==> src/rtl/melody_pkg.sv <==
// rtl/melody_pkg.sv - shared types and score-entry helpers for the melody player
// Purpose: sequencer state encoding, ROM entry layout and special entry values.
// Ports: none (package).
package melody_pkg;

    typedef enum logic [2:0] {
        ST_IDLE,
        ST_FETCH,
        ST_LOAD,
        ST_PLAY,
        ST_END
    } state_t;

    localparam int DUR_W   = 3;
    localparam int NOTE_W  = 5;
    localparam int ENTRY_W = DUR_W + NOTE_W;
    localparam int DUR_LSB = NOTE_W;

    // A zero duration terminates the score; note zero is silence.
    localparam logic [DUR_W-1:0]  END_MARK = '0;
    localparam logic [NOTE_W-1:0] REST     = '0;

    function automatic logic [DUR_W-1:0] entry_dur(input logic [ENTRY_W-1:0] entry);
        return entry[DUR_LSB +: DUR_W];
    endfunction

    function automatic logic [NOTE_W-1:0] entry_note(input logic [ENTRY_W-1:0] entry);
        return entry[NOTE_W-1:0];
    endfunction

    function automatic logic [ENTRY_W-1:0] mk_entry(input logic [DUR_W-1:0]  dur,
                                                   input logic [NOTE_W-1:0] note);
        return {dur, note};
    endfunction

endpackage

==> src/rtl/melody_player_if.sv <==
// rtl/melody_player_if.sv - control and note-output bundle of the melody player
// Purpose: groups playback controls and the note/gate outputs.
// Ports: start, stop (pulses), pause, loop (levels) towards the player;
//        music, note_on, busy, done, note_idx back from the player.
interface melody_player_if #(
    parameter int ADDR_W = 5
) ();

    logic                        start;
    logic                        stop;
    logic                        pause;
    logic                        loop;
    logic [melody_pkg::NOTE_W-1:0] music;
    logic                        note_on;
    logic                        busy;
    logic                        done;
    logic [ADDR_W-1:0]           note_idx;

    modport master (
        output start, stop, pause, loop,
        input  music, note_on, busy, done, note_idx
    );

    modport slave (
        input  start, stop, pause, loop,
        output music, note_on, busy, done, note_idx
    );

endinterface

==> src/rtl/melody_rom.sv <==
// rtl/melody_rom.sv - synchronous score ROM, one-cycle read latency
// Purpose: holds SONG_LEN 8-bit entries {dur[7:5], note[4:0]}; either the built-in
//          tune below or a packed table supplied through ROM_TABLE (entry i at [8i+:8]).
// Ports: clk, addr (entry address), data (entry, registered).
module melody_rom
    import melody_pkg::*;
#(
    parameter int                     SONG_LEN  = 32,
    parameter int                     ADDR_W    = 5,
    parameter bit                     USE_TABLE = 1'b0,
    parameter logic [SONG_LEN*8-1:0]  ROM_TABLE = '0
) (
    input  logic               clk,
    input  logic [ADDR_W-1:0]  addr,
    output logic [ENTRY_W-1:0] data
);

    logic [ENTRY_W-1:0] w_tab [2**ADDR_W];
    logic [ENTRY_W-1:0] w_default;
    logic [ENTRY_W-1:0] r_data;

    // Addresses past the song read back as the end marker.
    for (genvar i = 0; i < 2**ADDR_W; i++) begin : g_tab
        if (i < SONG_LEN) begin : g_used
            assign w_tab[i] = ROM_TABLE[i*ENTRY_W +: ENTRY_W];
        end else begin : g_pad
            assign w_tab[i] = '0;
        end
    end

    always_comb begin
        w_default = '0;
        case (int'(addr))
            0:  w_default = mk_entry(3'd1, 5'd1);
            1:  w_default = mk_entry(3'd1, 5'd1);
            2:  w_default = mk_entry(3'd1, 5'd5);
            3:  w_default = mk_entry(3'd1, 5'd5);
            4:  w_default = mk_entry(3'd1, 5'd6);
            5:  w_default = mk_entry(3'd1, 5'd6);
            6:  w_default = mk_entry(3'd2, 5'd5);
            7:  w_default = mk_entry(3'd1, 5'd4);
            8:  w_default = mk_entry(3'd1, 5'd4);
            9:  w_default = mk_entry(3'd1, 5'd3);
            10: w_default = mk_entry(3'd1, 5'd3);
            11: w_default = mk_entry(3'd1, 5'd2);
            12: w_default = mk_entry(3'd1, 5'd2);
            13: w_default = mk_entry(3'd2, 5'd1);
            14: w_default = mk_entry(3'd1, 5'd5);
            15: w_default = mk_entry(3'd1, 5'd5);
            16: w_default = mk_entry(3'd1, 5'd4);
            17: w_default = mk_entry(3'd1, 5'd4);
            18: w_default = mk_entry(3'd1, 5'd3);
            19: w_default = mk_entry(3'd1, 5'd3);
            20: w_default = mk_entry(3'd2, 5'd2);
            21: w_default = mk_entry(3'd1, 5'd5);
            22: w_default = mk_entry(3'd1, 5'd5);
            23: w_default = mk_entry(3'd1, 5'd4);
            24: w_default = mk_entry(3'd1, 5'd4);
            25: w_default = mk_entry(3'd1, 5'd3);
            26: w_default = mk_entry(3'd1, 5'd3);
            27: w_default = mk_entry(3'd2, 5'd2);
            28: w_default = mk_entry(3'd1, REST);
            29: w_default = mk_entry(3'd1, 5'd1);
            30: w_default = mk_entry(3'd2, 5'd1);
            31: w_default = mk_entry(END_MARK, REST);
            default: ;
        endcase
        if (int'(addr) >= SONG_LEN) begin
            w_default = '0;
        end
    end

    always_ff @(posedge clk) begin
        r_data <= USE_TABLE ? w_tab[addr] : w_default;
    end

    assign data = r_data;

endmodule

==> src/rtl/melody_player.sv <==
// rtl/melody_player.sv - score sequencer producing the buzzer note index and gate
// Purpose: walks the score ROM entry by entry, holds each note for dur beats,
//          silences the tail of the last beat, and handles start/stop/pause/loop.
// Ports: clk, rst (asynchronous, active high),
//        bus (melody_player_if.slave): start/stop pulses, pause/loop levels in;
//        music, note_on, busy, done, note_idx out (all registered).
module melody_player
    import melody_pkg::*;
#(
    parameter int                    TICKS_PER_BEAT = 12_500_000,
    parameter int                    GAP_TICKS      = 1_250_000,
    parameter int                    SONG_LEN       = 32,
    parameter int                    ADDR_W         = 5,
    parameter bit                    USE_TABLE      = 1'b0,
    parameter logic [SONG_LEN*8-1:0] ROM_TABLE      = '0
) (
    input  logic           clk,
    input  logic           rst,
    melody_player_if.slave bus
);

    localparam int TICK_W = $clog2(TICKS_PER_BEAT);

    state_t              r_state;
    logic [ADDR_W-1:0]   r_addr;
    logic [TICK_W-1:0]   r_tick;
    logic [DUR_W-1:0]    r_beat;
    logic [DUR_W-1:0]    r_dur;
    logic [NOTE_W-1:0]   r_music;
    logic                r_note_on;
    logic                r_busy;
    logic                r_done;

    logic [ENTRY_W-1:0]  w_entry;
    logic [DUR_W-1:0]    w_entry_dur;
    logic [NOTE_W-1:0]   w_entry_note;
    logic                w_tick_last;
    logic                w_beat_last;
    logic                w_in_gap;
    logic                w_note_on_cond;
    logic [ADDR_W:0]     w_addr_inc;
    logic                w_song_over;

    melody_rom #(
        .SONG_LEN  (SONG_LEN),
        .ADDR_W    (ADDR_W),
        .USE_TABLE (USE_TABLE),
        .ROM_TABLE (ROM_TABLE)
    ) u_rom (
        .clk  (clk),
        .addr (r_addr),
        .data (w_entry)
    );

    assign w_entry_dur  = entry_dur(w_entry);
    assign w_entry_note = entry_note(w_entry);

    assign w_tick_last = (r_tick == TICK_W'(TICKS_PER_BEAT - 1));
    assign w_beat_last = (r_beat == r_dur - DUR_W'(1));
    // Articulation gap: the final GAP_TICKS ticks of the note's last beat.
    assign w_in_gap    = w_beat_last && (int'(r_tick) >= TICKS_PER_BEAT - GAP_TICKS);

    assign w_note_on_cond = (r_state == ST_PLAY) && (r_music != REST) &&
                            !bus.pause && !w_in_gap;

    // One extra bit so a full 2**ADDR_W score still detects its end.
    assign w_addr_inc  = {1'b0, r_addr} + (ADDR_W + 1)'(1);
    assign w_song_over = (w_addr_inc == (ADDR_W + 1)'(SONG_LEN));

    always_ff @(posedge clk or posedge rst) begin
        if (rst) begin
            r_state   <= ST_IDLE;
            r_addr    <= '0;
            r_tick    <= '0;
            r_beat    <= '0;
            r_dur     <= '0;
            r_music   <= REST;
            r_note_on <= 1'b0;
            r_busy    <= 1'b0;
            r_done    <= 1'b0;
        end else begin
            r_done    <= 1'b0;
            r_note_on <= w_note_on_cond;
            if (bus.stop) begin
                // Abort wins over start and over a natural end in the same cycle.
                r_state   <= ST_IDLE;
                r_addr    <= '0;
                r_tick    <= '0;
                r_beat    <= '0;
                r_music   <= REST;
                r_note_on <= 1'b0;
                r_busy    <= 1'b0;
            end else begin
                unique case (r_state)
                    ST_IDLE: begin
                        if (bus.start) begin
                            r_addr  <= '0;
                            r_busy  <= 1'b1;
                            r_state <= ST_FETCH;
                        end
                    end
                    ST_FETCH: begin
                        r_state <= ST_LOAD;
                    end
                    ST_LOAD: begin
                        if (w_entry_dur == END_MARK) begin
                            r_state <= ST_END;
                        end else if (!bus.pause) begin
                            r_music <= w_entry_note;
                            r_dur   <= w_entry_dur;
                            r_beat  <= '0;
                            r_tick  <= '0;
                            r_state <= ST_PLAY;
                        end
                    end
                    ST_PLAY: begin
                        if (!bus.pause) begin
                            if (w_tick_last) begin
                                r_tick <= '0;
                                if (w_beat_last) begin
                                    // note_idx keeps the last entry when the score runs out.
                                    if (w_song_over) begin
                                        r_state <= ST_END;
                                    end else begin
                                        r_addr  <= w_addr_inc[ADDR_W-1:0];
                                        r_state <= ST_FETCH;
                                    end
                                end else begin
                                    r_beat <= r_beat + DUR_W'(1);
                                end
                            end else begin
                                r_tick <= r_tick + TICK_W'(1);
                            end
                        end
                    end
                    ST_END: begin
                        if (bus.loop) begin
                            r_addr  <= '0;
                            r_state <= ST_FETCH;
                        end else begin
                            r_addr  <= '0;
                            r_music <= REST;
                            r_busy  <= 1'b0;
                            r_done  <= 1'b1;
                            r_state <= ST_IDLE;
                        end
                    end
                    default: begin
                        r_state <= ST_IDLE;
                    end
                endcase
            end
        end
    end

    assign bus.music    = r_music;
    assign bus.note_on  = r_note_on;
    assign bus.busy     = r_busy;
    assign bus.done     = r_done;
    assign bus.note_idx = r_addr;

endmodule

==> src/flat_wrapper.sv <==
// flat-port wrapper written by rule: the top's interface ports become plain ports
module melody_player_flat import melody_pkg::*;
#(
    parameter int                    TICKS_PER_BEAT = 12_500_000,
    parameter int                    GAP_TICKS      = 1_250_000,
    parameter int                    SONG_LEN       = 32,
    parameter int                    ADDR_W         = 5,
    parameter bit                    USE_TABLE      = 1'b0,
    parameter logic [SONG_LEN*8-1:0] ROM_TABLE      = '0
)
  (clk, rst, bus_start, bus_stop, bus_pause, bus_loop, bus_music, bus_note_on, bus_busy, bus_done, bus_note_idx);
  melody_player_if #(.ADDR_W(ADDR_W)) bus_i ();
  input  logic clk;
  input  logic rst;
  input wire logic [$bits(bus_i.start)-1:0] bus_start;
  input wire logic [$bits(bus_i.stop)-1:0] bus_stop;
  input wire logic [$bits(bus_i.pause)-1:0] bus_pause;
  input wire logic [$bits(bus_i.loop)-1:0] bus_loop;
  output wire logic [$bits(bus_i.music)-1:0] bus_music;
  output wire logic [$bits(bus_i.note_on)-1:0] bus_note_on;
  output wire logic [$bits(bus_i.busy)-1:0] bus_busy;
  output wire logic [$bits(bus_i.done)-1:0] bus_done;
  output wire logic [$bits(bus_i.note_idx)-1:0] bus_note_idx;
  assign bus_i.start = bus_start;
  assign bus_i.stop = bus_stop;
  assign bus_i.pause = bus_pause;
  assign bus_i.loop = bus_loop;
  assign bus_music = bus_i.music;
  assign bus_note_on = bus_i.note_on;
  assign bus_busy = bus_i.busy;
  assign bus_done = bus_i.done;
  assign bus_note_idx = bus_i.note_idx;
  melody_player #(.TICKS_PER_BEAT(TICKS_PER_BEAT), .GAP_TICKS(GAP_TICKS), .SONG_LEN(SONG_LEN), .ADDR_W(ADDR_W), .USE_TABLE(USE_TABLE), .ROM_TABLE(ROM_TABLE)) u_core (.clk(clk), .rst(rst), .bus(bus_i));
endmodule
==> config.mk <==
export PLATFORM = sky130hd
export DESIGN_NAME = melody_player_flat
export DESIGN_NICKNAME = d
export VERILOG_FILES = /design/src/rtl/melody_pkg.sv /design/src/rtl/melody_player_if.sv /design/src/rtl/melody_rom.sv /design/src/rtl/melody_player.sv /design/src/flat_wrapper.sv
export SDC_FILE = /design/constraint.sdc
export NUM_CORES = 1
export LEC_CHECK = 0
export BUFFER_PORTS_ARGS = -buffer_cell sky130_fd_sc_hd__buf_2
export CAP_MARGIN = 25
export CORE_UTILIZATION = 40
export DETAILED_ROUTE_END_ITERATION = 10
export MAX_ROUTING_LAYER = met4
export PLACE_DENSITY = 0.6
export SLEW_MARGIN = 20
export SYNTH_ARGS = -nofsm -noshare
export SYNTH_HDL_FRONTEND = slang
export SYNTH_SLANG_ARGS = --single-unit
export TNS_END_PERCENT = 30
==> constraint.sdc <==
create_clock -name clk -period 3.9 [get_ports clk]
set_input_delay 0.585 -clock clk [delete_from_list [all_inputs] [get_ports clk]]
set_output_delay 0.585 -clock clk [all_outputs]
set_load 0.02 [all_outputs]
==> results_dict.tcl <==
set metrics [dict create \
    cts_buffer_depth 2 \
    first_pass_iters 6 \
    async_reset_ff_share_pct 89.6 \
    placedInstanceArea_sq_um 3070 \
    start_kind "flop" \
    grt_max_degree 44 \
    slew_headroom_pct 43.0 \
    syn-mean-instance-area_sq_um 8.91 \
    critPathKind "flop to flop" \
    finalWirelength_microns 6230 \
    fin_crit_ns 2.59 \
    die-height_microns 87.7 \
    power_frac_comb_pct 21.9 \
    final_cells 434 \
    post_cts_buffers 0 \
    hold_class "input pin to asynchronous set/reset pin" \
    via_per_inst 5.47 \
    r2r_cells 5 \
    fin_skew_ns 0.0115 \
    arrival_ns 2.82 \
    postLayoutCellArea_sq_um 3180 \
    pwr-share-clk_pct 31.0 \
    tightestPinTransition_ns 0.852 \
    finalHoldViolCount 0 \
    root_buffer "clkbuf_8" \
    h-tree-depth 2 \
    drive_gt1_share_pct 11.5 \
    synth_edf_count 0 \
    clk_pin_slew_ns 0.09 \
    rsz0062_at_grt "no" \
    initialDrtViolationCount 129 \
    outcome "complete, no violations" \
    fmax_ghz 0.386 \
    placed_cells 426 \
    place_congestion 0.781 \
    antenna_found_initial 0 \
    n_antenna_cell 0 \
    die_w_microns 87.7 \
    syn_to_final_growth_pct 8.34 \
    ys_seq_area_share_pct 40.0 \
    power_switching_uw 373 \
    cp-end-kind "flop" \
    yosys_warnings 0 \
    synthCells 330 \
    hold_buffers 0 \
    numCtsBuffers 5 \
    path_depth 5 \
    setup_violations 0 \
    placeableCoreArea_sq_um 6940 \
    tns_ns 0 \
    critical_path.cell_chain "nand2b_1 -> o31a_1 -> or4_1 -> or3_1 -> a21oi_1" \
    syn_area_sq_um 2940 \
    dieArea_sq_um 7690 \
    ant_nets 0 \
    tritoncts "yes" \
    rows 30 \
    grtUsageTotal_pct 18.1 \
    num_vias 2376 \
    wl_per_cell_microns 14.4 \
    overflow 0 \
    crit_fanout 19 \
    clkSinkCount 48 \
    path_buf_inv 0 \
    slowest_stage "or4_1" \
    maxCapViolCount 0 \
    slowest_delay_ns 0.72 \
    ir_worst_vdd_uv 175 \
    cp_top_family "simple AND/OR/NAND/NOR gates" \
    clk_latency_ns 0.30 \
    ctsResizeCount 0 \
    n_fill_cell 697 \
    drc_errors 0 \
    leakage_uw 0.00128 \
    cp.required_ns 4.13 \
    place_hpwl_microns 4380 \
    pwr-share-seq_pct 47.1 \
    grt_pass1_vias 2149 \
    layout.nets 354 \
    port_buffers 16 \
    power.density_nw_per_um2 372 \
    finalCritPeriodShare_pct 66.4 \
    ys_ff_latch 48 \
    synthFlopType "dfrtp_1" \
    p_int_uw 810 \
    swShare_pct 31.5 \
    slew_violations 0 \
    ios 19 \
    initial_core_util_pct 42.3 \
    grt_pass1_wl_microns 10700 \
    synth.distinct_cells 58 \
]
-- state kept, by name, indices dropped and copies added, names as in the netlist --
signal,count
u_core.bus.note_on,1
u_core.r_state,3
u_core.r_tick,24
u_core.u_rom.data,5
u_core.bus.music,3
u_core.r_dur,2
u_core.r_beat,3
u_core.bus.note_idx,5
u_core.bus.done,1
u_core.bus.busy,1
-- area by class of cell --
cell class / instances / area (sq um) / share of cell area (%)
tap: 96 / 120 / 3.77
clock inverter: 3 / 46.3 / 1.45
timing repair buffer: 18 / 95.1 / 2.99
sequential: 48 / 1180 / 36.9
multi-input combinational: 250 / 1630 / 51.0
inverter: 14 / 52.6 / 1.65
clock buffer: 5 / 68.8 / 2.16
-- power by group through the flow --
stage	sequential, uW	combinational, uW	clock [uW]
floorplan	558	210	0
global placement	567	255	0
detailed placement	567	259	0
CTS	557	260	384
global route	563	295	406
finish	558	260	366
-- cells in the mapped netlist (3+ instances only) --
master	instances	area (sq um)
dfrtp_1	43	1080
mux2i_1	11	110
clkbuf_1	12	45.0
nand4_1	6	37.5
nor2b_1	4	25.0
xor2_1	4	35.0
nor4b_1	3	26.3
nand2b_1	6	37.5
o21ai_0	15	75.1
nor3b_1	3	22.5
nor2_1	31	116
nand2_1	29	109
o31ai_1	6	45.0
o21a_1	3	22.5
or4_1	7	52.6
ha_1	11	138
or2_2	3	18.8
inv_1	14	52.6
a21oi_1	21	105
nand3_1	11	55.1
nor3_1	5	25.0
mux2_2	3	33.8
nor4_1	7	43.8
or3_1	6	37.5
a211oi_1	5	37.5
xnor2_1	14	123
dfxtp_1	5	100
-- layer usage --
| layer | up-vias | wire, microns | global-route usage (%) |
|---|---|---|---|
| li1 | 1193 | - | - |
| met4 | 0 | 31 | 3.58 |
| met1 | 1142 | 3230 | 26.4 |
| met2 | 39 | 2800 | 26.1 |
| met5 | - | 0 | - |
| met3 | 2 | 170 | 3.39 |
-- per-stage QoR --
step                hold WS (ns)  setup slack [ns]  util, %  total power [uW]
floorplan                  0.419              1.63        -               768
global placement           0.436              1.36     44.2               822
detailed placement         0.432              1.31     44.2               826
CTS                        0.417              1.33     45.9              1200
global route               0.450              1.17     45.9              1260
finish                     0.406              1.31     45.9              1180
-- layout by cell type, fill, tap and decap left out, types with 6 or more instances in the layout --
master	synthesis	final
a21oi_1	21	21
buf_2	2	16
dfrtp_1	43	43
ha_1	11	11
inv_1	14	13
mux2i_1	11	11
nand2_1	29	29
nand2b_1	6	6
nand3_1	11	11
nand4_1	6	6
nor2_1	31	31
nor4_1	7	7
o21ai_0	15	15
o31ai_1	6	6
or3_1	6	6
or4_1	7	7
xnor2_1	14	14
-- worst paths after layout --
kind / startpoint / to / slack [ns]
max: u_core.r_state[2] / u_core.r_tick[23] / 1.31
min: rst / u_core.r_beat[1] / 0.41
max reg2reg: u_core.r_state[2] / u_core.r_tick[23] / 1.31
min reg2reg: u_core.u_rom.data[2] / u_core.bus.music[2] / 0.44
max in group asynchronous: rst / u_core.r_tick[13] / 3.11
min in group clk: u_core.u_rom.data[2] / u_core.bus.music[2] / 0.44
-- worst min-delay path: stages --
cell      delay (ns)
buf_2           0.10
clkinv_1        0.03
buf_4           0.45
-- cell families (layout without fill, tap and decap cells) --
kind of cell	Yosys count	count (layout)	synth area share, %
xor+xnor	18	18	5.36
flops	48	48	40.0
simple gates	135	135	24.7
mux	14	14	4.90
other cells	1	2	0.128
buf+inv	33	40	4.81
compound gates	70	70	15.4
fa+ha+maj	11	11	4.68
Note: power is estimated with default switching activity, not from simulation.
